## src/rtl/mips_multicycle_ctrl.sv

```systemverilog
// Main control FSM for the multi-cycle MIPS datapath: sequences FETCH/DECODE and
// the per-opcode execute paths, stalling memory states on mem_ready.
//
// state  | meaning
// -------+----------------------------------------------------------
// FETCH  | read instruction at PC, PC+4 -> PC when memory completes
// DECODE | read registers, precompute branch target into ALUOut
// MEMADR | compute lw/sw effective address
// MEMRD  | load data read, wait for mem_ready
// MEMWB  | write MDR to rt
// MEMWR  | store data write, wait for mem_ready
// EXEC   | R-type ALU operation
// ALUWB  | write ALUOut to rd
// BRANCH | beq compare, conditional PC load from ALUOut
// JUMP   | PC <= jump target
// ADDIEX | addi: reg A + sign-extended immediate
// ADDIWB | write ALUOut to rt

module mips_multicycle_ctrl (
   input  logic       clk,
   input  logic       rst_n,
   input  logic [5:0] opcode,
   input  logic       mem_ready,
   output logic       pc_write,
   output logic       pc_write_cond,
   output logic       i_or_d,
   output logic       mem_read,
   output logic       mem_write,
   output logic       ir_write,
   output logic       mem_to_reg,
   output logic       reg_dst,
   output logic       reg_write,
   output logic       alu_src_a,
   output logic [1:0] alu_src_b,
   output logic [1:0] alu_op,
   output logic [1:0] pc_source,
   output logic       illegal_op,
   output logic [3:0] state
);

   localparam logic [5:0] OP_RTYPE = 6'h00;
   localparam logic [5:0] OP_LW    = 6'h23;
   localparam logic [5:0] OP_SW    = 6'h2B;
   localparam logic [5:0] OP_BEQ   = 6'h04;
   localparam logic [5:0] OP_J     = 6'h02;
   localparam logic [5:0] OP_ADDI  = 6'h08;

   typedef enum logic [3:0] {
      S_FETCH  = 4'd0,
      S_DECODE = 4'd1,
      S_MEMADR = 4'd2,
      S_MEMRD  = 4'd3,
      S_MEMWB  = 4'd4,
      S_MEMWR  = 4'd5,
      S_EXEC   = 4'd6,
      S_ALUWB  = 4'd7,
      S_BRANCH = 4'd8,
      S_JUMP   = 4'd9,
      S_ADDIEX = 4'd10,
      S_ADDIWB = 4'd11
   } state_t;

   typedef struct packed {
      logic       pc_write;
      logic       pc_write_cond;
      logic       i_or_d;
      logic       mem_read;
      logic       mem_write;
      logic       mem_to_reg;
      logic       reg_dst;
      logic       reg_write;
      logic       alu_src_a;
      logic [1:0] alu_src_b;
      logic [1:0] alu_op;
      logic [1:0] pc_source;
   } ctrl_t;

   // Moore decode; FETCH's pc_write/ir_write are handled separately since they
   // depend on mem_ready in the same cycle.
   function automatic ctrl_t decode_ctrl(input state_t s);
      ctrl_t c;
      c = '0;
      case (s)
         S_FETCH: begin
            c.mem_read  = 1'b1;
            c.alu_src_b = 2'b01;
         end
         S_DECODE: c.alu_src_b = 2'b11;
         S_MEMADR: begin
            c.alu_src_a = 1'b1;
            c.alu_src_b = 2'b10;
         end
         S_MEMRD: begin
            c.mem_read = 1'b1;
            c.i_or_d   = 1'b1;
         end
         S_MEMWB: begin
            c.reg_write  = 1'b1;
            c.mem_to_reg = 1'b1;
         end
         S_MEMWR: begin
            c.mem_write = 1'b1;
            c.i_or_d    = 1'b1;
         end
         S_EXEC: begin
            c.alu_src_a = 1'b1;
            c.alu_op    = 2'b10;
         end
         S_ALUWB: begin
            c.reg_write = 1'b1;
            c.reg_dst   = 1'b1;
         end
         S_BRANCH: begin
            c.alu_src_a     = 1'b1;
            c.alu_op        = 2'b01;
            c.pc_write_cond = 1'b1;
            c.pc_source     = 2'b01;
         end
         S_JUMP: begin
            c.pc_write  = 1'b1;
            c.pc_source = 2'b10;
         end
         S_ADDIEX: begin
            c.alu_src_a = 1'b1;
            c.alu_src_b = 2'b10;
         end
         S_ADDIWB: c.reg_write = 1'b1;
         default: c = '0;
      endcase
      return c;
   endfunction

   state_t state_q, state_d;
   ctrl_t  ctrl_q, ctrl_d;
   logic   illegal_op_q, illegal_op_d;
   logic   op_legal;
   logic   fetch_done;

   always_comb begin
      op_legal = (opcode == OP_RTYPE) || (opcode == OP_LW) || (opcode == OP_SW) ||
                 (opcode == OP_BEQ)   || (opcode == OP_J)  || (opcode == OP_ADDI);
   end

   always_comb begin
      state_d = S_FETCH;
      case (state_q)
         S_FETCH:  state_d = mem_ready ? S_DECODE : S_FETCH;
         S_DECODE: begin
            case (opcode)
               OP_LW, OP_SW: state_d = S_MEMADR;
               OP_RTYPE:     state_d = S_EXEC;
               OP_BEQ:       state_d = S_BRANCH;
               OP_J:         state_d = S_JUMP;
               OP_ADDI:      state_d = S_ADDIEX;
               default:      state_d = S_FETCH;
            endcase
         end
         S_MEMADR: begin
            if (opcode == OP_LW)      state_d = S_MEMRD;
            else if (opcode == OP_SW) state_d = S_MEMWR;
            else                      state_d = S_FETCH;
         end
         S_MEMRD:  state_d = mem_ready ? S_MEMWB : S_MEMRD;
         S_MEMWB:  state_d = S_FETCH;
         S_MEMWR:  state_d = mem_ready ? S_FETCH : S_MEMWR;
         S_EXEC:   state_d = S_ALUWB;
         S_ALUWB:  state_d = S_FETCH;
         S_BRANCH: state_d = S_FETCH;
         S_JUMP:   state_d = S_FETCH;
         S_ADDIEX: state_d = S_ADDIWB;
         S_ADDIWB: state_d = S_FETCH;
         default:  state_d = S_FETCH;
      endcase
      ctrl_d       = decode_ctrl(state_d);
      illegal_op_d = (state_q == S_DECODE) && !op_legal;
   end

   always_ff @(posedge clk or negedge rst_n) begin
      if (!rst_n) begin
         state_q      <= S_FETCH;
         ctrl_q       <= decode_ctrl(S_FETCH);
         illegal_op_q <= 1'b0;
      end else begin
         state_q      <= state_d;
         ctrl_q       <= ctrl_d;
         illegal_op_q <= illegal_op_d;
      end
   end

   // Gated by rst_n so an instruction load can never fire while held in reset.
   always_comb begin
      fetch_done = rst_n && (state_q == S_FETCH) && mem_ready;
   end

   assign pc_write      = ctrl_q.pc_write | fetch_done;
   assign ir_write      = fetch_done;
   assign pc_write_cond = ctrl_q.pc_write_cond;
   assign i_or_d        = ctrl_q.i_or_d;
   assign mem_read      = ctrl_q.mem_read;
   assign mem_write     = ctrl_q.mem_write;
   assign mem_to_reg    = ctrl_q.mem_to_reg;
   assign reg_dst       = ctrl_q.reg_dst;
   assign reg_write     = ctrl_q.reg_write;
   assign alu_src_a     = ctrl_q.alu_src_a;
   assign alu_src_b     = ctrl_q.alu_src_b;
   assign alu_op        = ctrl_q.alu_op;
   assign pc_source     = ctrl_q.pc_source;
   assign illegal_op    = illegal_op_q;
   assign state         = state_q;

endmodule

```

## config.mk

```make
export PLATFORM = sky130hd
export DESIGN_NAME = mips_multicycle_ctrl
export DESIGN_NICKNAME = d
export VERILOG_FILES = /design/src/rtl/mips_multicycle_ctrl.sv
export SDC_FILE = /design/constraint.sdc
export NUM_CORES = 1
export LEC_CHECK = 0
export CAP_MARGIN = 20
export CORE_MARGIN = 4
export CORE_UTILIZATION = 44
export CTS_CLUSTER_DIAMETER = 120
export DETAILED_ROUTE_END_ITERATION = 16
export GPL_TIMING_DRIVEN = 0
export PLACE_DENSITY = 0.83
export SETUP_SLACK_MARGIN = 0.3
export SYNTH_ARGS = -nofsm -noshare
export SYNTH_HDL_FRONTEND = slang
export SYNTH_SLANG_ARGS = --single-unit
```

## constraint.sdc

```tcl
create_clock -name clk -period 1.95 [get_ports clk]
set_input_delay 0.39 -clock clk [delete_from_list [all_inputs] [get_ports clk]]
set_output_delay 0.39 -clock clk [all_outputs]
set_load 0.03 [all_outputs]
```

# After elaboration in Yosys (flattened, before gate mapping)
# Index checks and enable logic that the tools add are counted.
# totals
wordCells	74
register_bits	20
out_inout_bits	21
input_bits	9
# op_classes
bitwise_logic	1
n_reduce_logical	18
n_mux	19
eq_ne	22
# ops
operator	n
$pmux 4 s7	1
$eq 4x3->1 const B	6
$eq 4x4->1 const B	5
$pmux 4 s5	1
$eq 4x2->1 const B	4
$eq 6x6->1 const B	2
$mux 3	4
$mux 1	10
$eq 4x1->1 const B	2
$logic_not 4->1	2
$pmux 2 s2	2
$reduce_or 2->1	4
$eq 6x2->1 const B	1
$eq 6x3->1 const B	1
$eq 6x4->1 const B	1
$logic_not 6->1	1
$pmux 2 s3	1
$logic_or 1x1->1	5
$reduce_or 4->1	1
$logic_and 1x1->1	3
$reduce_or 3->1	1
$logic_not 1->1	1
$or 1x1->1	1

# Longest topological paths before layout
# logic_depth
word_depth	8
depth_mapped	5
depth_no_buf	4

# Worst setup path before layout
# Ideal clock, no wire load.
# synth_timing
path_type	register to output
from	register state_q[2], in the netlist state[2]
to	output port pc_write
arrival_ns	1.923
stages_incl_launch_ff	6
setup_slack_ns	-0.363
n_path_buf	1
required_ns	1.560
cell_sequence	dfrtp_1 buf_4 nor2_1 nor4b_1 and2_1 or2_2
# synth_via
elab_chain_cells	4
# synth_rtl
element	line_no	rtl
start, declared	133	state_t state_q, state_d;
start signal, assigned	184	state_q <= state_d;
$logic_not 4->1	192	fetch_done = rst_n && (state_q == S_FETCH) && mem_ready;
$logic_and 1x1->1 (2 in a row)	192	
net ir_write	29	output logic ir_write,
$or 1x1->1	195	assign pc_write = ctrl_q.pc_write | fetch_done;
end, declared	24	output logic pc_write,
# The timed path passes the listed nets, and every way through them passes these cells.

# Final worst setup path
# layout_timing
from	register state_q[3], in the netlist state[3]
to	output port pc_write
# layout_via
elab_chain_cells	4
# layout_rtl
element	line_no
$logic_not 4->1	192
$logic_and 1x1->1 (2 in a row)	192
$or 1x1->1	195
# No other way between the ends.

==> reports/summary.md <==
For the worst flop-to-flop path, the logic depth is 6. After detailed routing, the average wire length per cell comes to 16.3 um. The run gives 770 as the via count of the first global-routing pass. The vertical extent of the die is 54.0 um.

Across all register-to-register paths, the minimum setup slack is 0.06 ns. The number of instances in the synthesized netlist is 84. Relative to the synthesized area, the layout overhead comes to 57.7%. The largest net degree at the start of global routing was 20.

Worst min-delay path category: input pin to async pin. Clock-pin slew was measured on the worst setup and hold paths at 0.10 ns. The endpoint of the most critical setup path is pc_write. For the distinct cell type count after synthesis, the log shows 39. After detailed routing, the met3 layer carries 137 um of wire.

The count of final max-slew check failures is 0, and the starting density of the core is 47.0%. The run gives 0 as the final count of hold timing violations. Setup repair after global routing could not meet its margin everywhere. In the final layout, the share of cells above drive strength 1 is 42.6%.

0 antenna diodes ended up in the layout. Final critical path time including I/O delays and setup: 1.97 ns. Based on the critical path, the design can be clocked at up to 0.506 GHz. The tool flagged a number of max-cap violations equal to 0. The run gives 16 as the site row count. The portion of the clock cycle consumed by the worst path in the final layout is 101%.

For this run, the register share of the synthesized area comes to 48.6%. The global-route wire length before repair is 3440 um. The number of flip-flops under the largest register name is 4, and the number of enable flip-flop cells after synthesis is 0. The type of the worst setup path was register to output port.

The highest routed metal layer was met4. The number of ports placed on the die boundary is 30, and the count of final setup violators is 1. After synthesis, the cell types taking the most area are sky130_fd_sc_hd__dfrtp_1 43%, sky130_fd_sc_hd__buf_4 5.6%, sky130_fd_sc_hd__dfstp_2 5.6%. The cell area after placement is 1300 um^2, and the cell area after layout is 1470 um^2.

Summed over all cells, the static leakage comes to 0.000760 uW. The run gives 1350 um as the wire length on met2. The biggest area contributor in the post-synthesis netlist is sky130_fd_sc_hd__dfrtp_1.

Number of violations reported at the end of detailed-routing iteration 0: 8. The worst setup path is captured at an output port. The number of antenna violations at the first check in global routing is 0.

The worst-case setup slack after placement is -0.959 ns. The flow ran to the end, but the final reports show violations. Measured on the finished design, the core utilization comes to 74.2%. In the global route stage, overall resource usage came out at 17.2%.

The total number of nets in the final design is 139. Flip-flop cell with the highest count after synthesis: sky130_fd_sc_hd__dfrtp_1. The checks that failed: setup timing. In the routed layout, each cell is associated on average with a via count of 5.69.

The final weighted congestion in routability-driven placement was 0.819. The most critical setup path has its startpoint at state[3]. In this run the biggest area consumer among cell types represents 43.0% of the synthesized area. In this run, synthesis produced a sequential element count of 18. In this run the deepest clock path goes through 2 buffers. The final route contains 887 vias. For this design the ratio of total power to cell area is 531 nW/um^2. In the final timing run, aggregate negative setup slack is -0.0247 ns.

The post-route worst setup slack was -0.0247 ns. Along the worst path, the maximum fanout reaches 2. The clock reaches the later pin of the worst-skew pair after 0.30 ns. The number of nets in the synthesized netlist is 93. After synthesis, the share of flip-flops with an asynchronous set or reset is 100%.

The area of the core region is 1980 um^2. The run gives 1 as the total number of H-tree levels. TritonCTS built the clock tree. The antenna violation net count after detailed routing was 0.

The tree is rooted in a sky130_fd_sc_hd__clkbuf_4. During synthesis, Yosys emitted a total of 0 warnings. Sum of overflow across all layers after global routing: 0.

The critical path startpoint category is a register. Each instance of the synthesized netlist takes up on average 11.1 um^2. The largest clock skew in the final design is 0.00473 ns.

IR analysis of the VDD net gives a maximum drop of 0.000349 V. Counting the buffers created by CTS gives 3. The number of design rule violations left after detail routing came out at 0.

The worst register-to-register path begins at state[2]. The count of buffers added on input and output ports is 28. Headroom to the max-slew limit came out at 67.9%. The logs give 131 for the filler cell count in the final layout and 4 for the number of search-and-repair iterations in the first detailed-routing pass. The area enclosed by the die boundary was 2920 um^2; the data required time at the worst endpoint was 1.56 ns. For the pin with the worst max-slew slack, the measured transition is 0.482 ns. The logs give 0.125 ns for the final-layout worst hold slack and 932 um^2 for the post-synthesis instance area. The wire length the detailed router placed on met1 is 952 um. Data arrives at the worst endpoint at 1.58 ns. Capturing point of the worst reg2reg path: alu_op[0]. Summed over all layers, the routed wires come to 2540 um. The total clock sinks is 18, and the die width is 54.0 um. For this design, the CTS-stage hold fixing added 0 buffers.
==> timing repair <==
action / 4_1_cts / 5_1_grt
buffers inserted: 8 / 5
endpoints found under the setup margin: 32 / 15
resized for setup: 47 / 11
pin swaps: 9 / 6
==> synth_stat cells (3+ instances only) <==
cell type,number
sky130_fd_sc_hd__nand2b_1,4
sky130_fd_sc_hd__buf_4,7
sky130_fd_sc_hd__dfrtp_1,16
sky130_fd_sc_hd__or4_1,3
sky130_fd_sc_hd__nor2_1,6
sky130_fd_sc_hd__inv_1,3
sky130_fd_sc_hd__and3_1,3
sky130_fd_sc_hd__nand3_1,3
==> worst max-delay path, cell delays in order, from the launching register on <==
cell and delay, ns:
sky130_fd_sc_hd__dfrtp_2 0.43, sky130_fd_sc_hd__buf_8 0.13, sky130_fd_sc_hd__nor2_4 0.10, sky130_fd_sc_hd__nor4b_4 0.22
sky130_fd_sc_hd__and2_4 0.19, sky130_fd_sc_hd__or2_4 0.10, sky130_fd_sc_hd__buf_6 0.12
==> kinds of logic (layout without fill, tap and decap cells) <==
| group | count (synthesis) | count (layout) | share of synthesized area [%] |
|---|---|---|---|
| simple gates | 38 | 38 | 28.7 |
| buf+inv | 13 | 58 | 8.86 |
| xor+xnor | 3 | 3 | 2.82 |
| flops | 18 | 18 | 48.6 |
| compound gates | 11 | 11 | 9.93 |
| fa+ha+maj | 1 | 1 | 1.07 |
==> metrics by stage <==
stage                     power (uW)  cells
after global placement           579    139
after floorplan                  509     84
after global routing             812    156
final                            780    156
after detailed placement         583    139
after CTS                        764    151
==> per-layer routing <==
metal	vias to the layer above	GRT usage (%)
met5	-	0
met3	11	2.49
met2	40	29.0
met4	0	12.4
met1	436	19.7
li1	400	-
==> layout make-up <==
cell class                 instances  area [um^2]  area share (%)
multi-input combinational         53          500            34.0
timing repair buffer              41          354            24.1
clock buffer                       4         26.3            1.79
sequential                        18          457            31.1
inverter                           3         11.3           0.766
buffer                            10         87.6            5.96
tap                               27         33.8            2.30
==> report_power, final <==
| group | internal [uW] | switching (uW) | total (uW) |
|---|---|---|---|
| clock | 79.7 | 114 | 193 |
| sequential | 389 | 9.37 | 398 |
| combinational | 81.6 | 107 | 188 |
| total | 550 | 230 | 780 |
==> layout by cell type, fill, tap and decap left out, drive strengths merged, types with 2 or more instances in the layout <==
cell / netlist / final
a32oi: 2 / 2
and3: 3 / 3
buf: 8 / 24
clkbuf: 2 / 6
clkdlybuf4s15: 0 / 2
dfrtp: 16 / 16
dfstp: 2 / 2
dlygate4sd2: 0 / 23
inv: 3 / 3
nand2b: 4 / 4
nand3: 3 / 3
nor2: 7 / 7
nor3: 2 / 2
nor4: 4 / 4
nor4b: 2 / 2
o211ai: 2 / 2
o21ai: 2 / 2
or4: 4 / 4
xor2: 2 / 2
==> worst min path at each step <==
stage	slack (ns)	endpoint	cells after the start	startpoint
after floorplan	0.09	alu_op[0]	0	rst_n
after global placement	0.58	i_or_d	2	state[3]
after detailed placement	0.59	i_or_d	2	state[3]
after CTS	0.13	mem_to_reg	1	rst_n
after global routing	0.15	reg_dst	1	rst_n
final	0.13	reg_dst	1	rst_n
(Power assumes the default switching activity.)
